===== src/rtl/comp_arb_pipe.sv =====
// comp_arb_pipe: round-robin merge of CHANNELS valid/ready inputs into a
// DEPTH-entry FIFO whose head drives a channel-tagged valid/ready output.
// Optional build macro COMP_ARB_PIPE_STATS_EN adds io_stall_cycles, a
// saturating 16-bit count of cycles where a producer was valid but no
// channel was granted.
module comp_arb_pipe #(
   parameter int unsigned WIDTH    = 8,
   parameter int unsigned CHANNELS = 3,
   parameter int unsigned DEPTH    = 2,
   // derived widths; leave at their defaults
   parameter int unsigned CW       = (CHANNELS > 1) ? $clog2(CHANNELS) : 1,
   parameter int unsigned NW       = $clog2(DEPTH + 1)
) (
   input  logic                      clock,
   input  logic                      reset,
   input  logic [CHANNELS*WIDTH-1:0] io_in_data,
   input  logic [CHANNELS-1:0]       io_in_valid,
   output logic [CHANNELS-1:0]       io_in_ready,
   output logic [WIDTH-1:0]          io_out_data,
   output logic [CW-1:0]             io_out_chan,
   output logic                      io_out_valid,
   input  logic                      io_out_ready,
   output logic [NW-1:0]             io_count
`ifdef COMP_ARB_PIPE_STATS_EN
   ,
   output logic [15:0]               io_stall_cycles
`endif
);

   localparam int unsigned PW = (DEPTH > 1) ? $clog2(DEPTH) : 1;
   localparam int unsigned EW = CW + WIDTH;

   // FIFO state
   logic [EW-1:0]       mem [DEPTH];
   logic [PW-1:0]       wr_ptr;
   logic [PW-1:0]       rd_ptr;
   logic [NW-1:0]       count;

   // arbiter state and decode
   logic [CW-1:0]       last_grant;
   logic [CW-1:0]       idx_hi;
   logic [CW-1:0]       idx_lo;
   logic                found_hi;
   logic                found_lo;
   logic [CW-1:0]       gnt_idx;
   logic                gnt_found;
   logic [CHANNELS-1:0] grant_oh;
   logic [WIDTH-1:0]    in_word;
   logic                not_full;
   logic                push;
   logic                pop;

   // Round-robin search: first valid channel above last_grant, else first
   // valid channel at or below it (the wrap-around half).
   always_comb begin
      found_hi = 1'b0;
      found_lo = 1'b0;
      idx_hi   = '0;
      idx_lo   = '0;
      for (int i = 0; i < int'(CHANNELS); i++) begin
         if (!found_hi && io_in_valid[i] && (i > int'(last_grant))) begin
            found_hi = 1'b1;
            idx_hi   = CW'(i);
         end
         if (!found_lo && io_in_valid[i] && (i <= int'(last_grant))) begin
            found_lo = 1'b1;
            idx_lo   = CW'(i);
         end
      end
      gnt_found = found_hi | found_lo;
      gnt_idx   = found_hi ? idx_hi : idx_lo;
   end

   // One-hot grant and data select for the granted channel
   always_comb begin
      grant_oh = '0;
      in_word  = '0;
      for (int i = 0; i < int'(CHANNELS); i++) begin
         if (gnt_found && (gnt_idx == CW'(i))) begin
            grant_oh[i] = 1'b1;
            in_word     = io_in_data[i*WIDTH +: WIDTH];
         end
      end
   end

   // Ready only when there is room; a pop in the same cycle does not open a slot
   assign not_full     = (count < NW'(DEPTH));
   assign io_in_ready  = (!reset && not_full) ? grant_oh : '0;
   assign push         = |(io_in_valid & io_in_ready);
   assign pop          = io_out_valid & io_out_ready;

   assign io_out_valid = (count != '0);
   assign io_count     = count;
   assign {io_out_chan, io_out_data} = mem[rd_ptr];

   // FIFO storage: write {chan, data} at the write pointer on a push
   always_ff @(posedge clock or posedge reset) begin
      if (reset) begin
         for (int i = 0; i < int'(DEPTH); i++) begin
            mem[i] <= '0;
         end
      end else if (push) begin
         mem[wr_ptr] <= {gnt_idx, in_word};
      end
   end

   // Pointers and occupancy; push+pop together leaves count unchanged
   always_ff @(posedge clock or posedge reset) begin
      if (reset) begin
         wr_ptr <= '0;
         rd_ptr <= '0;
         count  <= '0;
      end else begin
         if (push) begin
            wr_ptr <= wr_ptr + PW'(1);
         end
         if (pop) begin
            rd_ptr <= rd_ptr + PW'(1);
         end
         case ({push, pop})
            2'b10:   count <= count + NW'(1);
            2'b01:   count <= count - NW'(1);
            default: count <= count;
         endcase
      end
   end

   // Last granted channel moves only on an accepted input word
   always_ff @(posedge clock or posedge reset) begin
      if (reset) begin
         last_grant <= CW'(CHANNELS - 1);
      end else if (push) begin
         last_grant <= gnt_idx;
      end
   end

`ifdef COMP_ARB_PIPE_STATS_EN
   logic stall_c;

   assign stall_c = (|io_in_valid) && (io_in_ready == '0);

   // Saturating count of cycles where some producer waited without a grant
   always_ff @(posedge clock or posedge reset) begin
      if (reset) begin
         io_stall_cycles <= '0;
      end else if (stall_c && (io_stall_cycles != 16'hFFFF)) begin
         io_stall_cycles <= io_stall_cycles + 16'd1;
      end
   end
`endif

endmodule


===== config.mk =====
export PLATFORM = sky130hd
export DESIGN_NAME = comp_arb_pipe
export DESIGN_NICKNAME = d
export VERILOG_FILES = /design/src/rtl/comp_arb_pipe.sv
export SDC_FILE = /design/constraint.sdc
export NUM_CORES = 1
export LEC_CHECK = 0
export ABC_AREA = 0
export CORE_AREA = 2 2 59 61
export CTS_BUF_LIST = sky130_fd_sc_hd__clkbuf_4
export CTS_CLUSTER_SIZE = 16
export DETAILED_ROUTE_END_ITERATION = 10
export DIE_AREA = 0 0 61 63
export HOLD_SLACK_MARGIN = 0.12
export PLACE_DENSITY_LB_ADDON = 0.1
export SETUP_SLACK_MARGIN = 0.2
export SKIP_CTS_REPAIR_TIMING = 1
export SYNTH_ARGS = -nofsm -noshare
export SYNTH_HDL_FRONTEND = slang
export SYNTH_SLANG_ARGS = --single-unit

===== constraint.sdc =====
create_clock -name clock -period 2.2 [get_ports clock]
set_input_delay 0.44 -clock clock [delete_from_list [all_inputs] [get_ports clock]]
set_output_delay 0.44 -clock clock [all_outputs]
set_load 0.02 [all_outputs]

==> impl_metrics.csv, run 1 <==
group,metric,value,unit
outcome,status,"finished clean",
setup_path,crit_arrival,1.51,ns
routing,wl_per_cell,15.3,um
sta,final_hold_viol_count,0,
clock_tree,cts_tree,"yes",
yosys,yosysSeqAreaShare,0.458,
power,cellPowerDensity,1240,nW/um^2
routing,dr.pass1.iters,4,
grt,first_global_vias,1314,
sta,setup-tns-final,0,ns
yosys,syn-num-nets,175,
final_layout,final_cells,257,
clock_tree,htreeDepth,1,
sta,finalCritPeriodShare,0.886,
placement,dpl.hpwl,2820,um
yosys,syn-cell-area,1420,um^2
final_layout,drive_gt1_frac,0.294,
clock_tree,clk_latency,0.33,ns
yosys,yosysUniqueCellTypes,32,
routing,via_per_inst,5.19,
setup_path,criticalPathCategory,"reg2out",
placement,io_buffers,45,
final_layout,antenna_cells,0,
clock_tree,clock_path_buffers,2,
routing,drt-initial-drc-count,51,
final_layout,area_growth_syn_to_layout,53.5,%
sta,clock_skew,0.0119,ns
routing,ant_nets,0,
grt,grt_pass1_wl,5930,um
setup_path,cp_max_fo,3,
power,max-vdd-ir-drop,0.760,mV
yosys,ys_ff_latch,26,
floorplan,fp.coreArea,3230,um^2
run,maxCapViolations,0,
yosys,yosys-top-cells-area,"dfrtp_1 44%, mux2_2 9.5%, o31ai_1 8.4%",
yosys,ys_warn_count,0,
final_layout,final_util,0.676,
sta,setup_viol,0,
yosys,synth_edf_count,0,
grt,grt_usage,0.206,
final_layout,fillers,267,
hold_path,min_path_type,"in2async",
final_layout,layout_commonest_cell,"nand2_1",
yosys,syn-instance-count,144,
grt,antenna_found_initial,0,
floorplan,die_x,61,um
yosys,postSynthAreaPerCell,9.88,um^2
routing,num_vias,1334,
clock_tree,clock-sinks,26,
yosys,async_flop_share,1.00,
sta,slew_violations,0,
floorplan,fp-row-count,21,
placement,place_congestion,0.884,
sta,maxSlewHeadroom,0.816,
setup_path,cp.required,1.76,ns
floorplan,die_y,63,um
routing,drc,0,
floorplan,io_pins,46,
setup_path,regToRegStartpoint,"last_grant[1]$_DFFE_PP1N_",
placement,placedCellCount,245,
yosys,ys.flop_type,"dfrtp_1",
final_layout,final_cell_mix,"29 x nand2_1, 28 x clkdlybuf4s50_1, 26 x buf_4",
setup_path,startpoint,"last_grant[1]$_DFFE_PP1N_",
sta,min_period,1.95,ns
power,cellLeakagePower,0.00114,uW
sta,grt_setup_unrepaired,"false",
grt,grt_max_degree,18,
sta,fmax,513,MHz
routing,routed_wl,3930,um
setup_path,start_kind,"flip-flop",
setup_path,endpoint_kind,"output port",
sta,whs,0.450,ns
clock_tree,cts_buffers,3,
sta,tightestPinTransition,0.273,ns
yosys,yosysTopAreaCellShare,0.440,
final_layout,nNetsFinal,243,
yosys,yosysTopAreaCell,"dfrtp_1",
grt,grt.overflow.total,0,
floorplan,fp.dieArea,3840,um^2
clock_tree,clk_pin_slew,0.15,ns
clock_tree,cts-root-buf,"clkbuf_4",
floorplan,start_util,0.440,
area by class of cell:
type,count,area (um^2),area share
clock buffers,3,22.5,0.0103
repair buffers,72,693,0.317
well taps,46,57.6,0.0264
inverters,2,7.51,0.00344
flip-flops and latches,26,653,0.299
multi-input cells,107,719,0.330
clock inverters,1,30.0,0.0138
registers in the layout, indices dropped and copies added, names as in the netlist:
signal and count:
rd_ptr 1, io_count 2, last_grant 2, wr_ptr 1, mem 20
Yosys cell counts, types with 3 or more instances:
master    number
nor2_1         3
a31oi_1        8
mux2_2        12
nand2_1       29
o31ai_1       16
buf_2          3
dfrtp_1       25
clkbuf_1       3
a21oi_1        8
nor2_2         8
through the flow:
stage	power, uW	area [um^2]	setup slack, ns
final	2700	2180	0.251
after global routing	2870	2180	0.191
after CTS	2650	2070	-0.477
after detailed placement	2320	2020	-0.466
after global placement	2260	2020	-0.402
after floorplan	1730	1420	0.362
path summary, 6_finish.rpt:
kind | endpoint | slack [ns] | cells past startpoint
max | io_in_ready[1] | 0.25 | 4
min | rd_ptr$_DFFE_PP0P_ | 0.45 | 3
max reg2reg | mem[14]$_DFFE_PP0P_ | 0.53 | 6
min reg2reg | mem[16]$_DFFE_PP0P_ | 0.49 | 2
max in group asynchronous | last_grant[1]$_DFFE_PP1N_ | 1.43 | 3
min in group clock | mem[16]$_DFFE_PP0P_ | 0.49 | 2
worst max-delay path, cell delays in order, from the launching register on:
cell	delay (ns)
dfstp_2	0.60
nand2b_4	0.14
a31o_1	0.17
and2_4	0.15
buf_4	0.13
cells by family (layout without fill, tap and decap cells):
kind of cell | Yosys count | after routing | share of synthesized area
AOI/OAI and AO/OA | 39 | 39 | 0.184
xor gates and xnor gates | 4 | 4 | 0.0246
adders and majority gates | 1 | 1 | 0.00879
buffers and inverters | 11 | 78 | 0.0449
DFF | 26 | 26 | 0.458
muxes | 12 | 12 | 0.0950
and+or+nand+nor | 51 | 51 | 0.185
power breakdown:
| part | internal [uW] | switching (uW) | total [uW] |
|---|---|---|---|
| Combinational | 770 | 748 | 1520 |
| Clock | 184 | 148 | 333 |
| Sequential | 701 | 145 | 846 |
layer usage:
layer | track usage | part of all wire | wire [um] | up-vias
li1 | - | - | - | 649
met1 | 0.253 | 0.41 | 1620 | 646
met2 | 0.360 | 0.53 | 2100 | 33
met3 | 0.0311 | 0.041 | 161 | 6
met4 | 0.0625 | 0.012 | 46 | 0
met5 | 0 | 0 | 0 | -
No activity file was read; power rests on OpenSTA's default activity.
==> run 2: changes to the inputs <==
--- a/config.mk
+++ b/config.mk
@@ -13,7 +13,8 @@
 export DIE_AREA = 0 0 61 63
 export HOLD_SLACK_MARGIN = 0.12
 export PLACE_DENSITY_LB_ADDON = 0.1
-export SETUP_SLACK_MARGIN = 0.2
+export REMOVE_ABC_BUFFERS = 1
+export SETUP_SLACK_MARGIN = 0.02
 export SKIP_CTS_REPAIR_TIMING = 1
 export SYNTH_ARGS = -nofsm -noshare
 export SYNTH_HDL_FRONTEND = slang
==> impl_metrics.csv, run 2 (synthesis results as in run 1) <==
group,metric,value,unit
sta,finalCritPeriodShare,1.02,
floorplan,fp.dieArea,3840,um^2
grt,grt_max_degree,23,
setup_path,regToRegStartpoint,"io_count[0]$_DFFE_PP0P_",
setup_path,criticalPathCategory,"in2out",
routing,num_vias,1276,
final_layout,area_growth_syn_to_layout,46.8,%
outcome,violations,"setup timing",
power,max-vdd-ir-drop,0.822,mV
final_layout,antenna_cells,0,
clock_tree,cts_tree,"yes",
final_layout,final_cell_mix,"32 x clkdlybuf4s50_1, 29 x nand2_1, 24 x dfrtp_1",
sta,fin_ws,-0.0346,ns
routing,drc,0,
sta,grt_setup_unrepaired,"true",
clock_tree,htreeDepth,1,
run,maxCapViolations,0,
setup_path,r2r_slack,0.52,ns
routing,via_per_inst,5.10,
hold_path,min_path_type,"in2async",
final_layout,largest_reg_flops,20,
final_layout,multiInputGateArea,709,um^2
power,cellPowerDensity,1210,nW/um^2
grt,first_global_vias,1362,
grt,grt_pass1_wl,6090,um
sta,maxSlewHeadroom,0.805,
sta,whs,0.489,ns
clock_tree,cts_buffers,3,
setup_path,endpoint_kind,"output port",
power,p_comb_frac,0.579,
placement,io_buffers,45,
floorplan,die_y,63,um
clock_tree,clk_latency,0.32,ns
grt,antenna_found_initial,0,
setup_path,max_stage_delay,0.49,ns
floorplan,start_util,0.440,
power,power_frac_seq,0.334,
sta,min_period,2.23,ns
placement,placed_area,2010,um^2
power,clock_power_share,0.088,
clock_tree,clock-sinks,26,
floorplan,fp.coreArea,3230,um^2
grt,grt_usage,0.212,
setup_path,cp.required,1.76,ns
setup_path,endpoint,"io_in_ready[2]",
sta,fmax,448,MHz
power,cellLeakagePower,0.00106,uW
power,p_sw_frac,0.400,
routing,dr.pass1.iters,4,
floorplan,die_x,61,um
setup_path,worstPathCellList,"clkdlybuf4s50_1 > or3b_1 > o21a_1 > nor3_2 > buf_4",
clock_tree,cts-root-buf,"clkbuf_4",
final_layout,register_area,653,um^2
floorplan,io_pins,46,
routing,wl_per_cell,15.1,um
power,p_sw,1010,uW
final_layout,nNetsFinal,236,
routing,ant_nets,0,
grt,grt.overflow.total,0,
placement,place_congestion,0.790,
final_layout,regMostFlops,"mem",
routing,routed_wl,3760,um
setup_path,crit_path_top_delay_cell,"clkdlybuf4s50_1",
setup_path,startpoint,"io_in_valid[2]",
setup_path,cp_max_fo,2,
final_layout,drive_gt1_frac,0.260,
outcome,status,"finished, violations left",
setup_path,start_kind,"primary input",
setup_path,rr_worst_depth,5,
power,internal_power,1510,uW
setup_path,crit_arrival,1.79,ns
final_layout,finalInstanceArea,2090,um^2
final_layout,fillers,296,
sta,slew_violations,0,
clock_tree,clk_pin_slew,0.13,ns
placement,dpl.hpwl,2710,um
clock_tree,clock_path_buffers,2,
sta,tightestPinTransition,0.293,ns
final_layout,layout_commonest_cell,"clkdlybuf4s50_1",
routing,drt-initial-drc-count,66,
sta,setup_viol,1,
setup_path,regToRegEndpoint,"io_count[1]$_DFFE_PP0P_",
sta,clock_skew,0.00441,ns
sta,final_hold_viol_count,0,
sta,setup-tns-final,-0.0346,ns
floorplan,fp-row-count,21,
-- run 2: area by class of cell --
class,instances,share of cell area
clock buffer,4,0.0144
inverter,2,0.00359
multi-input combinational,107,0.340
sequential,26,0.313
tap,46,0.0276
timing repair buffer,65,0.302
-- run 2: how the worst min path moves through the flow --
stage,start,to,slack [ns],cells past startpoint
after floorplan,mem[0]$_DFFE_PP0P_,mem[0]$_DFFE_PP0P_,0.44,2
after global placement,mem[1]$_DFFE_PP0P_,mem[1]$_DFFE_PP0P_,0.45,2
after detailed placement,mem[4]$_DFFE_PP0P_,mem[4]$_DFFE_PP0P_,0.47,2
after CTS,reset,last_grant[0]$_DFFE_PP0N_,0.49,3
after global routing,reset,last_grant[0]$_DFFE_PP0N_,0.51,3
final,reset,last_grant[0]$_DFFE_PP0N_,0.49,3
-- run 2: power by group through the flow --
| stage | registers [uW] | clock network [uW] | logic, uW |
|---|---|---|---|
| after floorplan | 862 | 0 | 821 |
| after global placement | 879 | 0 | 1380 |
| after detailed placement | 895 | 0 | 1410 |
| after CTS | 882 | 231 | 1420 |
| after global routing | 870 | 254 | 1600 |
| final | 842 | 221 | 1460 |
-- run 2: metrics by stage --
step / power (uW) / setup slack, ns / cells / util
floorplan: 1680 / 0.187 / 135 / -
detailed placement: 2310 / -0.465 / 244 / 0.622
global route: 2720 / -0.100 / 250 / 0.646
global placement: 2260 / -0.395 / 244 / 0.622
finish: 2520 / -0.0346 / 250 / 0.646
CTS: 2530 / -0.477 / 248 / 0.631
-- run 2: critical path, delay by kind of cell --
kind | cells | cell delay [ns]
AND/OR/NAND/NOR | 2 | 0.53
AO/OA/AOI/OAI | 1 | 0.15
buffers and inverters | 2 | 0.66
-- run 2: layer usage --
metal | vias up | track usage | wire length [um]
met5 | - | 0 | 0
met4 | 0 | 0.0788 | 42
met3 | 4 | 0.0269 | 125
met2 | 24 | 0.364 | 2060
met1 | 616 | 0.262 | 1530
li1 | 632 | - | -
==> run 3: changes to the inputs <==
--- a/config.mk
+++ b/config.mk
@@ -6,15 +6,16 @@
 export NUM_CORES = 1
 export LEC_CHECK = 0
 export ABC_AREA = 0
-export CORE_AREA = 2 2 59 61
+export CORE_AREA = 2 2 61 63
 export CTS_BUF_LIST = sky130_fd_sc_hd__clkbuf_4
+export CTS_CLUSTER_DIAMETER = 100
 export CTS_CLUSTER_SIZE = 16
 export DETAILED_ROUTE_END_ITERATION = 10
-export DIE_AREA = 0 0 61 63
+export DIE_AREA = 0 0 63 65
 export HOLD_SLACK_MARGIN = 0.12
 export PLACE_DENSITY_LB_ADDON = 0.1
 export REMOVE_ABC_BUFFERS = 1
-export SETUP_SLACK_MARGIN = 0.02
+export SETUP_SLACK_MARGIN = 0.4
 export SKIP_CTS_REPAIR_TIMING = 1
 export SYNTH_ARGS = -nofsm -noshare
 export SYNTH_HDL_FRONTEND = slang
==> constraint.sdc (replaced) <==
create_clock -name clock -period 1.8 [get_ports clock]
set_input_delay 0.36 -clock clock [delete_from_list [all_inputs] [get_ports clock]]
set_output_delay 0.36 -clock clock [all_outputs]
set_load 0.02 [all_outputs]
==> impl_metrics.csv, run 3 (synthesis results as in run 1) <==
group,metric,value,unit
final_layout,area_growth_syn_to_layout,93.9,%
grt,first_global_vias,1405,
sta,fmax,524,MHz
power,max-vdd-ir-drop,1.00,mV
power,p_sw,1790,uW
setup_path,crit_top_cell,"buf_6",
clock_tree,clock_path_buffers,2,
grt,grt_max_degree,27,
power,cellLeakagePower,0.00122,uW
hold_path,min_path_type,"in2async",
sta,tightestPinTransition,0.353,ns
final_layout,final_cells,273,
final_layout,largest_reg_flops,20,
routing,drt-initial-drc-count,78,
final_layout,finalInstanceArea,2760,um^2
routing,wl_per_cell,19.1,um
setup_path,critPathBufInv,2,
setup_path,criticalPathCategory,"reg2out",
placement,placedCellCount,248,
floorplan,fp-row-count,22,
setup_path,endpoint,"io_in_ready[1]",
grt,antenna_found_initial,0,
floorplan,fp.dieArea,4100,um^2
setup_path,max_stage_delay,0.59,ns
clock_tree,cts_buffers,3,
sta,maxSlewHeadroom,0.765,
clock_tree,cts-root-buf,"clkbuf_4",
sta,finalCritPeriodShare,1.06,
grt,grt.overflow.total,0,
clock_tree,clk_pin_slew,0.16,ns
setup_path,cp_max_fo,3,
final_layout,antenna_cells,0,
setup_path,worstPathCellList,"buf_6 > nor3b_4 > a31o_1 > and2_4 > buf_6",
setup_path,start_kind,"flip-flop",
power,clock_power_share,0.063,
placement,io_buffers,45,
clock_tree,clk_latency,0.34,ns
setup_path,cpLargestDelayFamily,"flip-flops",
setup_path,r2r_slack,0.05,ns
routing,ant_nets,0,
setup_path,crit_arrival,1.55,ns
floorplan,die_y,65,um
final_layout,fillers,231,
final_layout,final_util,0.789,
power,power_frac_seq,0.242,
final_layout,nNetsFinal,257,
floorplan,fp.coreArea,3500,um^2
sta,grt_setup_unrepaired,"true",
sta,min_period,1.91,ns
final_layout,final_cell_mix,"27 x nand2_1, 26 x clkdlybuf4s50_1, 26 x buf_4",
floorplan,die_x,63,um
power,p_comb_frac,0.695,
placement,dpl.hpwl,2750,um
sta,setup_viol,2,
setup_path,regToRegStartpoint,"io_count[1]$_DFFE_PP0P_",
setup_path,regToRegEndpoint,"mem[12]$_DFFE_PP0P_",
floorplan,start_util,0.407,
final_layout,layout_commonest_cell,"nand2_1",
placement,place_congestion,0.813,
power,cellPowerDensity,1590,nW/um^2
sta,final_hold_viol_count,0,
final_layout,drive_gt1_frac,0.569,
routing,routed_wl,5220,um
clock_tree,clock-sinks,26,
floorplan,io_pins,46,
outcome,violations,"setup timing",
setup_path,critical_path_depth,5,
power,p_sw_frac,0.406,
routing,dr.pass1.iters,5,
setup_path,crit_path_top_delay_cell,"dfstp_2",
grt,grt_pass1_wl,6390,um
placement,placed_area,2040,um^2
routing,via_per_inst,5.47,
final_layout,regMostFlops,"mem",
setup_path,rr_worst_depth,8,
setup_path,startpoint,"last_grant[1]$_DFFE_PP1N_",
routing,drc,0,
power,internal_power,2610,uW
routing,num_vias,1493,
setup_path,cp.required,1.44,ns
run,maxCapViolations,0,
sta,clock_skew,0.0144,ns
clock_tree,htreeDepth,1,
grt,grt_usage,0.200,
outcome,status,"finished, violations left",
clock_tree,cts_tree,"yes",
sta,whs,0.495,ns
sta,fin_ws,-0.107,ns
sta,slew_violations,0,
setup_path,endpoint_kind,"output port",
## run 3: metrics by stage
stage	setup TNS (ns)	power (uW)	worst slack, ns
final	-0.133	4400	-0.107
after global routing	-0.452	4620	-0.140
after floorplan	-0.0534	2060	-0.0534
after CTS	-5.86	3190	-0.715
after global placement	-8.35	2860	-0.662
after detailed placement	-9.44	2920	-0.699
## run 3: layer usage
metal	global-route usage	up-vias	wire length, um
li1	-	672	-
met1	0.225	757	2030
met2	0.395	46	2820
met3	0.0278	18	189
met4	0.0472	0	173
met5	0	-	0
## run 3: final cells by class
cell class | instances | area, um^2 | share of cell area
Tap cell | 48 | 60.1 | 0.0218
Timing Repair Buffer | 86 | 892 | 0.323
Inverter | 2 | 7.51 | 0.00272
Clock inverter | 1 | 3.75 | 0.00136
Clock buffer | 3 | 22.5 | 0.00816
Sequential cell | 26 | 654 | 0.237
Multi-Input combinational cell | 107 | 1120 | 0.405
## run 3: worst min path at each step
stage	from	endpoint	slack, ns
final	reset	mem[17]$_DFFE_PP0P_	0.49
after global routing	mem[19]$_DFFE_PP0P_	mem[19]$_DFFE_PP0P_	0.54
after CTS	reset	mem[17]$_DFFE_PP0P_	0.47
after detailed placement	mem[12]$_DFFE_PP0P_	mem[12]$_DFFE_PP0P_	0.46
after global placement	mem[6]$_DFFE_PP0P_	mem[6]$_DFFE_PP0P_	0.45
after floorplan	reset	io_count[0]$_DFFE_PP0P_	0.40
## run 3: power groups by stage
stage                     Clock [uW]  Sequential (uW)  Combinational (uW)
after global routing             299             1090                3230
after global placement             0             1020                1850
after detailed placement           0             1040                1890
after CTS                        271             1020                1890
final                            276             1060                3060
after floorplan                    0             1050                1000
## run 3: tightest hold or removal path, cell delays in order
cell and delay [ns]:
clkdlybuf4s50_1 0.49, inv_1 0.09, buf_4 0.33
